## src/rtl/control_unit.sv

```systemverilog
// Control FSM for the 8-bit RISC machine: sequences fetch, decode and execute,
// driving every datapath/memory strobe combinationally from (state, instruction, Zflag).
module control_unit #(
    parameter int word_size  = 8,
    parameter int op_size    = 4,
    parameter int state_size = 4,
    parameter int src_size   = 2,
    parameter int dest_size  = 2,
    parameter int Sel1_size  = 3,
    parameter int Sel2_size  = 2
) (
    input  logic                 clk,
    input  logic                 rst,
    input  logic [word_size-1:0] instruction,
    input  logic                 Zflag,
    output logic                 Load_R0,
    output logic                 Load_R1,
    output logic                 Load_R2,
    output logic                 Load_R3,
    output logic                 Load_PC,
    output logic                 Inc_PC,
    output logic [Sel1_size-1:0] Sel_Bus_1_Mux,
    output logic [Sel2_size-1:0] Sel_Bus_2_Mux,
    output logic                 Load_IR,
    output logic                 Load_Add_R,
    output logic                 Load_Reg_Y,
    output logic                 Load_Reg_Z,
    output logic                 write,
    output logic                 halted
);

    typedef enum logic [state_size-1:0] {
        S_idle = 4'd0,  S_fet1 = 4'd1,  S_fet2 = 4'd2, S_dec = 4'd3,
        S_ex1  = 4'd4,  S_rd1  = 4'd5,  S_rd2  = 4'd6, S_wr1 = 4'd7,
        S_wr2  = 4'd8,  S_br1  = 4'd9,  S_br2  = 4'd10, S_halt = 4'd11
    } state_t;

    localparam logic [op_size-1:0] OP_NOP = 4'd0, OP_ADD = 4'd1, OP_SUB = 4'd2,
                                   OP_AND = 4'd3, OP_NOT = 4'd4, OP_RD  = 4'd5,
                                   OP_WR  = 4'd6, OP_BR  = 4'd7, OP_BRZ = 4'd8;

    localparam logic [Sel1_size-1:0] SEL1_PC  = 3'd4;
    localparam logic [Sel2_size-1:0] SEL2_ALU = 2'd0, SEL2_BUS1 = 2'd1, SEL2_MEM = 2'd2;

    state_t                 r_state;
    state_t                 w_next;
    logic [op_size-1:0]     w_opcode;
    logic [src_size-1:0]    w_src;
    logic [dest_size-1:0]   w_dest;
    logic [3:0]             w_load_r;

    assign w_opcode = instruction[word_size-1 -: op_size];
    assign w_src    = instruction[src_size+dest_size-1 -: src_size];
    assign w_dest   = instruction[dest_size-1:0];

    always_ff @(posedge clk or negedge rst) begin
        if (!rst) r_state <= S_idle;
        else      r_state <= w_next;
    end

    always_comb begin
        w_next        = S_halt;
        w_load_r      = 4'b0000;
        Load_PC       = 1'b0;
        Inc_PC        = 1'b0;
        Sel_Bus_1_Mux = '0;
        Sel_Bus_2_Mux = '0;
        Load_IR       = 1'b0;
        Load_Add_R    = 1'b0;
        Load_Reg_Y    = 1'b0;
        Load_Reg_Z    = 1'b0;
        write         = 1'b0;
        halted        = 1'b0;
        case (r_state)
            S_idle: w_next = S_fet1;
            S_fet1: begin
                Sel_Bus_1_Mux = SEL1_PC;
                Sel_Bus_2_Mux = SEL2_BUS1;
                Load_Add_R    = 1'b1;
                w_next        = S_fet2;
            end
            S_fet2: begin
                Sel_Bus_2_Mux = SEL2_MEM;
                Load_IR       = 1'b1;
                Inc_PC        = 1'b1;
                w_next        = S_dec;
            end
            S_dec: begin
                case (w_opcode)
                    OP_NOP: w_next = S_fet1;
                    OP_ADD, OP_SUB, OP_AND: begin
                        Sel_Bus_1_Mux = {1'b0, w_src};
                        Sel_Bus_2_Mux = SEL2_BUS1;
                        Load_Reg_Y    = 1'b1;
                        w_next        = S_ex1;
                    end
                    OP_NOT: begin
                        Sel_Bus_1_Mux    = {1'b0, w_src};
                        Sel_Bus_2_Mux    = SEL2_ALU;
                        Load_Reg_Z       = 1'b1;
                        w_load_r[w_dest] = 1'b1;
                        w_next           = S_fet1;
                    end
                    OP_RD, OP_WR, OP_BR, OP_BRZ: begin
                        if (w_opcode == OP_BRZ && !Zflag) begin
                            // Not taken: step the PC over the branch-target byte.
                            Inc_PC = 1'b1;
                            w_next = S_fet1;
                        end else begin
                            Sel_Bus_1_Mux = SEL1_PC;
                            Sel_Bus_2_Mux = SEL2_BUS1;
                            Load_Add_R    = 1'b1;
                            case (w_opcode)
                                OP_RD:   w_next = S_rd1;
                                OP_WR:   w_next = S_wr1;
                                default: w_next = S_br1;
                            endcase
                        end
                    end
                    default: w_next = S_halt;
                endcase
            end
            S_ex1: begin
                Sel_Bus_1_Mux    = {1'b0, w_dest};
                Sel_Bus_2_Mux    = SEL2_ALU;
                Load_Reg_Z       = 1'b1;
                w_load_r[w_dest] = 1'b1;
                w_next           = S_fet1;
            end
            S_rd1, S_wr1: begin
                Sel_Bus_2_Mux = SEL2_MEM;
                Load_Add_R    = 1'b1;
                Inc_PC        = 1'b1;
                w_next        = (r_state == S_rd1) ? S_rd2 : S_wr2;
            end
            S_rd2: begin
                Sel_Bus_2_Mux    = SEL2_MEM;
                w_load_r[w_dest] = 1'b1;
                w_next           = S_fet1;
            end
            S_wr2: begin
                Sel_Bus_1_Mux = {1'b0, w_src};
                write         = 1'b1;
                w_next        = S_fet1;
            end
            S_br1: begin
                Sel_Bus_2_Mux = SEL2_MEM;
                Load_Add_R    = 1'b1;
                w_next        = S_br2;
            end
            S_br2: begin
                Sel_Bus_2_Mux = SEL2_MEM;
                Load_PC       = 1'b1;
                w_next        = S_fet1;
            end
            S_halt: begin
                halted = 1'b1;
                w_next = S_halt;
            end
            default: w_next = S_halt;
        endcase
    end

    assign Load_R0 = w_load_r[0];
    assign Load_R1 = w_load_r[1];
    assign Load_R2 = w_load_r[2];
    assign Load_R3 = w_load_r[3];

endmodule

```

## config.mk

```make
export PLATFORM = sky130hd
export DESIGN_NAME = control_unit
export DESIGN_NICKNAME = d
export VERILOG_FILES = /design/src/rtl/control_unit.sv
export SDC_FILE = /design/constraint.sdc
export NUM_CORES = 1
export LEC_CHECK = 0
export CORE_AREA = 3 3 40 42
export CTS_BUF_LIST = sky130_fd_sc_hd__clkbuf_4
export DETAILED_ROUTE_END_ITERATION = 8
export DIE_AREA = 0 0 43 45
export DONT_BUFFER_PORTS = 1
export HOLD_SLACK_MARGIN = 0.12
export PLACE_DENSITY = 0.6
export SYNTH_ARGS = -nofsm -noshare
export SYNTH_HDL_FRONTEND = slang
export SYNTH_SLANG_ARGS = --single-unit
```

## constraint.sdc

```tcl
create_clock -name clk -period 4.7 [get_ports clk]
set_clock_uncertainty 0.2 [all_clocks]
set_input_delay 0.94 -clock clk [delete_from_list [all_inputs] [get_ports clk]]
set_output_delay 0.94 -clock clk [all_outputs]
set_load 0.02 [all_outputs]
```

# Word-level counts from Yosys, hierarchy flattened
# Index checks and enable logic that the tools add are counted.
[word_totals] output_inout_bits=17 wordCells=66 reg_bits=4 inputBits=11
[op_classes] mux=29 n_eq_ne=19 n_reduce_logical=15 order_cmp=2
[op_table] op="equality test 4 x 3 -> 1 bit, second input constant" count=8
[op_table] op="case mux 4 bit (6 select lines)" count=1
[op_table] op="equality test 4 bit, second input constant" count=5
[op_table] op="equality test 4 x 2 -> 1 bit, second input constant" count=4
[op_table] op="case mux 4 bit (2 select lines)" count=2
[op_table] op="2-to-1 mux 1 bit" count=13
[op_table] op="2-to-1 mux 4 bit" count=3
[op_table] op="case mux 3 bit (4 select lines)" count=1
[op_table] op="case mux 4 bit (3 select lines)" count=1
[op_table] op="OR reduction 4 bit" count=3
[op_table] op="equality test 4 x 1 -> 1 bit, second input constant" count=2
[op_table] op="zero test 4 bit" count=2
[op_table] op="case mux 1 bit (2 select lines)" count=4
[op_table] op="case mux 2 bit (3 select lines)" count=1
[op_table] op="case mux 3 bit (2 select lines)" count=1
[op_table] op="OR reduction 2 bit" count=3
[op_table] op="OR reduction 3 bit" count=2
[op_table] op="OR reduction 6 bit" count=1
[op_table] op="OR reduction 5 bit" count=1
[op_table] op="less-than comparator 2 x 3 -> 1 bit, second input constant" count=1
[op_table] op="2-to-1 mux 3 bit" count=1
[op_table] op="demux 1 bit (select 2 bit)" count=1
[op_table] op=">= comparator 2 x 1 -> 1 bit, second input constant" count=1
[op_table] op="logical AND 1 bit" count=2
[op_table] op="zero test 1 bit" count=1

# Depth between registers and ports, before layout
[depth] word_depth=6 mapped_depth=4

# Worst setup path after synthesis
# Ideal clock, no wire load.
[synth_timing] kind="input port to output port" startpoint="in instruction[6]" endpoint="out Inc_PC" required_time_ps=3560 slack_ps=1114 n_path_buf=1 cell_stages=4 t_arrival_ps=2446 cell_sequence="buf_6 > nor3_1 > a311oi_1 > a2111oi_0"
[synth_between] elab_chain_len=5 word_cells_on_any_way=9 classes_between="eq/ne: 4; mux: 3; reduce/logical: 2"
[synth_rtl] element="start, declared" line="14" rtl="input logic [word_size-1:0] instruction,"
[synth_rtl] element="equality test 4 bit" line="89, 105"
[synth_rtl] element="logical AND 1 bit" line="105" rtl="if (w_opcode == OP_BRZ && !Zflag) begin"
[synth_rtl] element="2-to-1 mux 1 bit" line="105"
[synth_rtl] element="2-to-1 mux 1 bit (*)" line="89" rtl="case (w_opcode)"
[synth_rtl] element="case mux 1 bit (2 select lines) (*)" line="74" rtl="case (r_state)"
[synth_rtl] element="end, declared" line="21" rtl="output logic Inc_PC,"
# Mark *: on every way between the ends. The rest lies on a longest branch, timed or not.

# Worst setup path in the final report
[layout_timing] startpoint="in instruction[5]" endpoint="out Load_Reg_Z"
[layout_between] elab_chain_len=3
[layout_rtl] element="equality test 4 x 3 -> 1 bit" line="89"
[layout_rtl] element="2-to-1 mux 1 bit" line="89"
[layout_rtl] element="case mux 1 bit (2 select lines)" line="74"
[layout_rtl] element="end, declared" line="27" rtl="output logic Load_Reg_Z,"
# No other way between the ends.

==> summary.md <==
| Metric | Value |
|---|---|
| Placed Area | `around 570 um^2` |
| Die outline width | `43 um` |
| Finish-stage setup viols | `0` |
| Storage element area | `roughly 100 um^2` |
| Max cap viols | `0` |
| Vias in the first global route | `~480` |
| Die ar. | `1940 um^2` |
| Met3 global-route usage | `around 6.4%` |
| Synth-to-Final Area Change | `5.35%` |
| Largest net degree at the start of global routing | `19` |
| Cell Int Power | `68.0 uW` |
| Final WL | `approximately 1400 um` |
| Total number of yosys warnings | `0` |
| Reg power frac | `40.0%` |
| Crit-path slowest cell | `or4b_4` |
| H-Tree Depth | `1` |
| Clock share of power | `~50%` |
| CP Capture Type | `output pin` |
| CP Launch Type | `primary input` |
| Achievable frequency | `around 310 MHz` |
| Final hold violations | `0` |
| Combinational power share | `between 10% and 20%` |
| Routability-driven placement congestion ratio | `roughly 0.78` |
| Final period util | `68.7%` |
| Gr usage total | `~15%` |
| Skew-Pair Late Insertion Delay | `0.24 ns` |
| Cells after Synth | `73` |
| Layout cells sized above 1 | `around 18%` |
| EDFF count, synth | `0` |
| Critical path required time | `around 3.6 ns` |
| Hold_buf cts | `0` |
| RSZ-0062 raised after global routing | `no` |
| Overall die height | `between 40 and 50 um` |
| Pwr per Cell Area | `approximately 150 nW/um^2` |
| Port bufs | `0` |
| Switching portion of total power | `a little over a fifth` |
| GRT busiest layer | `met1` |
| Clock sinks | `4` |
| Leakage power | `about 0.2 nW` |
| Commonest cells after routing, fill and taps aside | `8 x nor2_1, 6 x nand3_1` |
| GRT met2 Usage | `18.6%` |
| Detail Placement HPWL | `a little over 1000 um` |
| Final setup TNS | `0 ns` |
| Ys flop type | `dfrtp_1` |
| WP data arrival | `~2.1 ns` |
| Post-Syn Area | `around 560 um^2` |
| Worst path max stage delay | `0.53 ns` |
| Top flop regs | `r_state: 4 flops` |
| Drc violations | `0` |
| WS Path Type | `primary input to output pin` |
| Clk Tree Root Cell | `clkbuf_4` |
| Mapped Avg Cell Area | `7.70 um^2` |
| Clock Tree Buf Depth | `2` |
| Syn Nets | `84` |
| Max IR drop VDD | `~0.13 mV` |
| First-pass GRT wire length | `2300 um` |
| Worst-Margin Slew | `~0.64 ns` |
| Post-CTS resize count | `0` |
| Slew Limit Headroom | `between 50% and 60%` |
| #FFs+latches synth | `4` |
| Remaining antenna violation count | `0` |
| TritonRoute pass-1 iters | `4` |
| Max reg flops | `4` |
| Biggest register | `r_state` |
| Library cells used by synthesis | `34` |
| Sw power | `about 19 uW` |
| Post-CTS setup buffers | `0` |
| Async set or reset register ratio after synthesis | `100%` |
| Row count | `13` |
| Sequential fraction of the synthesis area | `between 15 and 20%` |
| M1 GR Usage | `around a quarter` |
| Fill cell count | `around 130` |
| Hold Crit Class | `primary input to async pin` |
| CTS tree | `yes` |
| # IOs | `28` |
| CTS buffer count | `3` |
| Footprint of the multi-input gates | `about 420 um^2` |
| Fin area | `approximately 600 um^2` |
| Core area | `1280 um^2` |
| Worst-path fanout max | `6` |
| Max Slew Vio Count | `0` |
| Initial antenna violation count | `0` |
| Minimum clock period | `3.23 ns` |
| Drt via density | `around 6.5` |
| Leading cell type in the layout, fill and taps excluded | `nor2_1` |
| GRT Residual Overflow | `0` |
| Worst-path cell chain | `or4b_4 -> o32a_1 -> nor2_1` |
| Initial Util | `43.7%` |
| Clock Pin Slew Worst Setup and Hold Paths | `0.04 ns` |
| Final nets | `between 80 and 90` |
| Number of diodes | `0` |
| Via count | `about 580` |
| Initial DRC Count | `15` |
| Status | `finished, final reports clean` |
| WL/cell | `15.7 um` |
-- metrics by stage --
stage          utilization [%]  setup slack (ns)  std cells  power, mW  hold slack, ns
3_5_place_dp              44.3              1.47         85     0.0437           0.444
5_1_grt                   46.1              1.42         88     0.0925           0.183
4_1_cts                   46.1              1.47         88     0.0881           0.191
3_3_place_gp              44.3              1.47         85     0.0437           0.444
6_report                  46.1              1.47         88     0.0866           0.195
2_1_floorplan                -              1.11         73     0.0442           0.428
-- cells by family (layout without fill, tap and decap cells) --
kind of cell           count (synthesis)  in the layout  share of synthesized area (%)
AND/OR/NAND/NOR                       37             37                           39.9
AO/OA/AOI/OAI                         23             23                           33.9
XOR/XNOR                               1              1                           1.56
buffers and inverters                  8              8                           6.90
flip-flops                             4              4                           17.8
-- cell usage after synthesis, types with 2 or more instances --
master    instances  area (um^2)
nor4b_1           2         17.5
nor2_1            8         30.0
nand2b_1          3         18.8
a221oi_1          2         17.5
clkbuf_1          3         11.3
a32o_1            2         20.0
nor3b_2           2         25.0
nand2_1           4         15.0
nand3_1           6         30.0
inv_1             3         11.3
nor2b_1           4         25.0
o21ai_0           4         20.0
a31oi_1           3         18.8
dfrtp_1           4          100
a22o_1            2         17.5
nor3_1            3         15.0
-- layout make-up --
type                    instances  share of cell area (%)
inverters                       3                    1.90
repair buffers                  2                    2.54
well taps                      15                    3.17
flip-flops and latches          4                    16.9
multi-input cells              61                    71.7
clock buffers                   3                    3.81
-- layer usage --
layer | vias up | part of all wire (%)
met1 | 268 | 50
met4 | 0 | 0
li1 | 285 | -
met2 | 22 | 41
met5 | - | 0
met3 | 0 | 9.1
-- power by group through the flow --
stage	Clock (mW)	Sequential [mW]	Combinational, mW
6_report	0.0433	0.0346	0.00866
5_1_grt	0.0481	0.0346	0.00985
4_1_cts	0.0448	0.0346	0.00866
3_5_place_dp	0	0.0351	0.00863
3_3_place_gp	0	0.0351	0.00867
2_1_floorplan	0	0.0351	0.00908
-- final timing paths --
| path | start | endpoint | slack (ns) | cells past startpoint |
|---|---|---|---|---|
| min | rst | r_state[1]$_DFF_PN0_ | 0.19 | 0 |
| max in group asynchronous | rst | r_state[0]$_DFF_PN0_ | 4.03 | 0 |
| min reg2reg | r_state[0]$_DFF_PN0_ | r_state[0]$_DFF_PN0_ | 0.47 | 1 |
| max reg2reg | r_state[1]$_DFF_PN0_ | r_state[2]$_DFF_PN0_ | 3.06 | 3 |
| min in group clk | r_state[0]$_DFF_PN0_ | r_state[0]$_DFF_PN0_ | 0.47 | 1 |
| max | instruction[5] | Load_Reg_Z | 1.47 | 3 |
-- worst max-delay path, delay by kind of cell --
family          cells  cell delay (ns)
compound gates      1             0.30
simple gates        2             0.85
No activity file was read; power rests on OpenSTA's default activity.
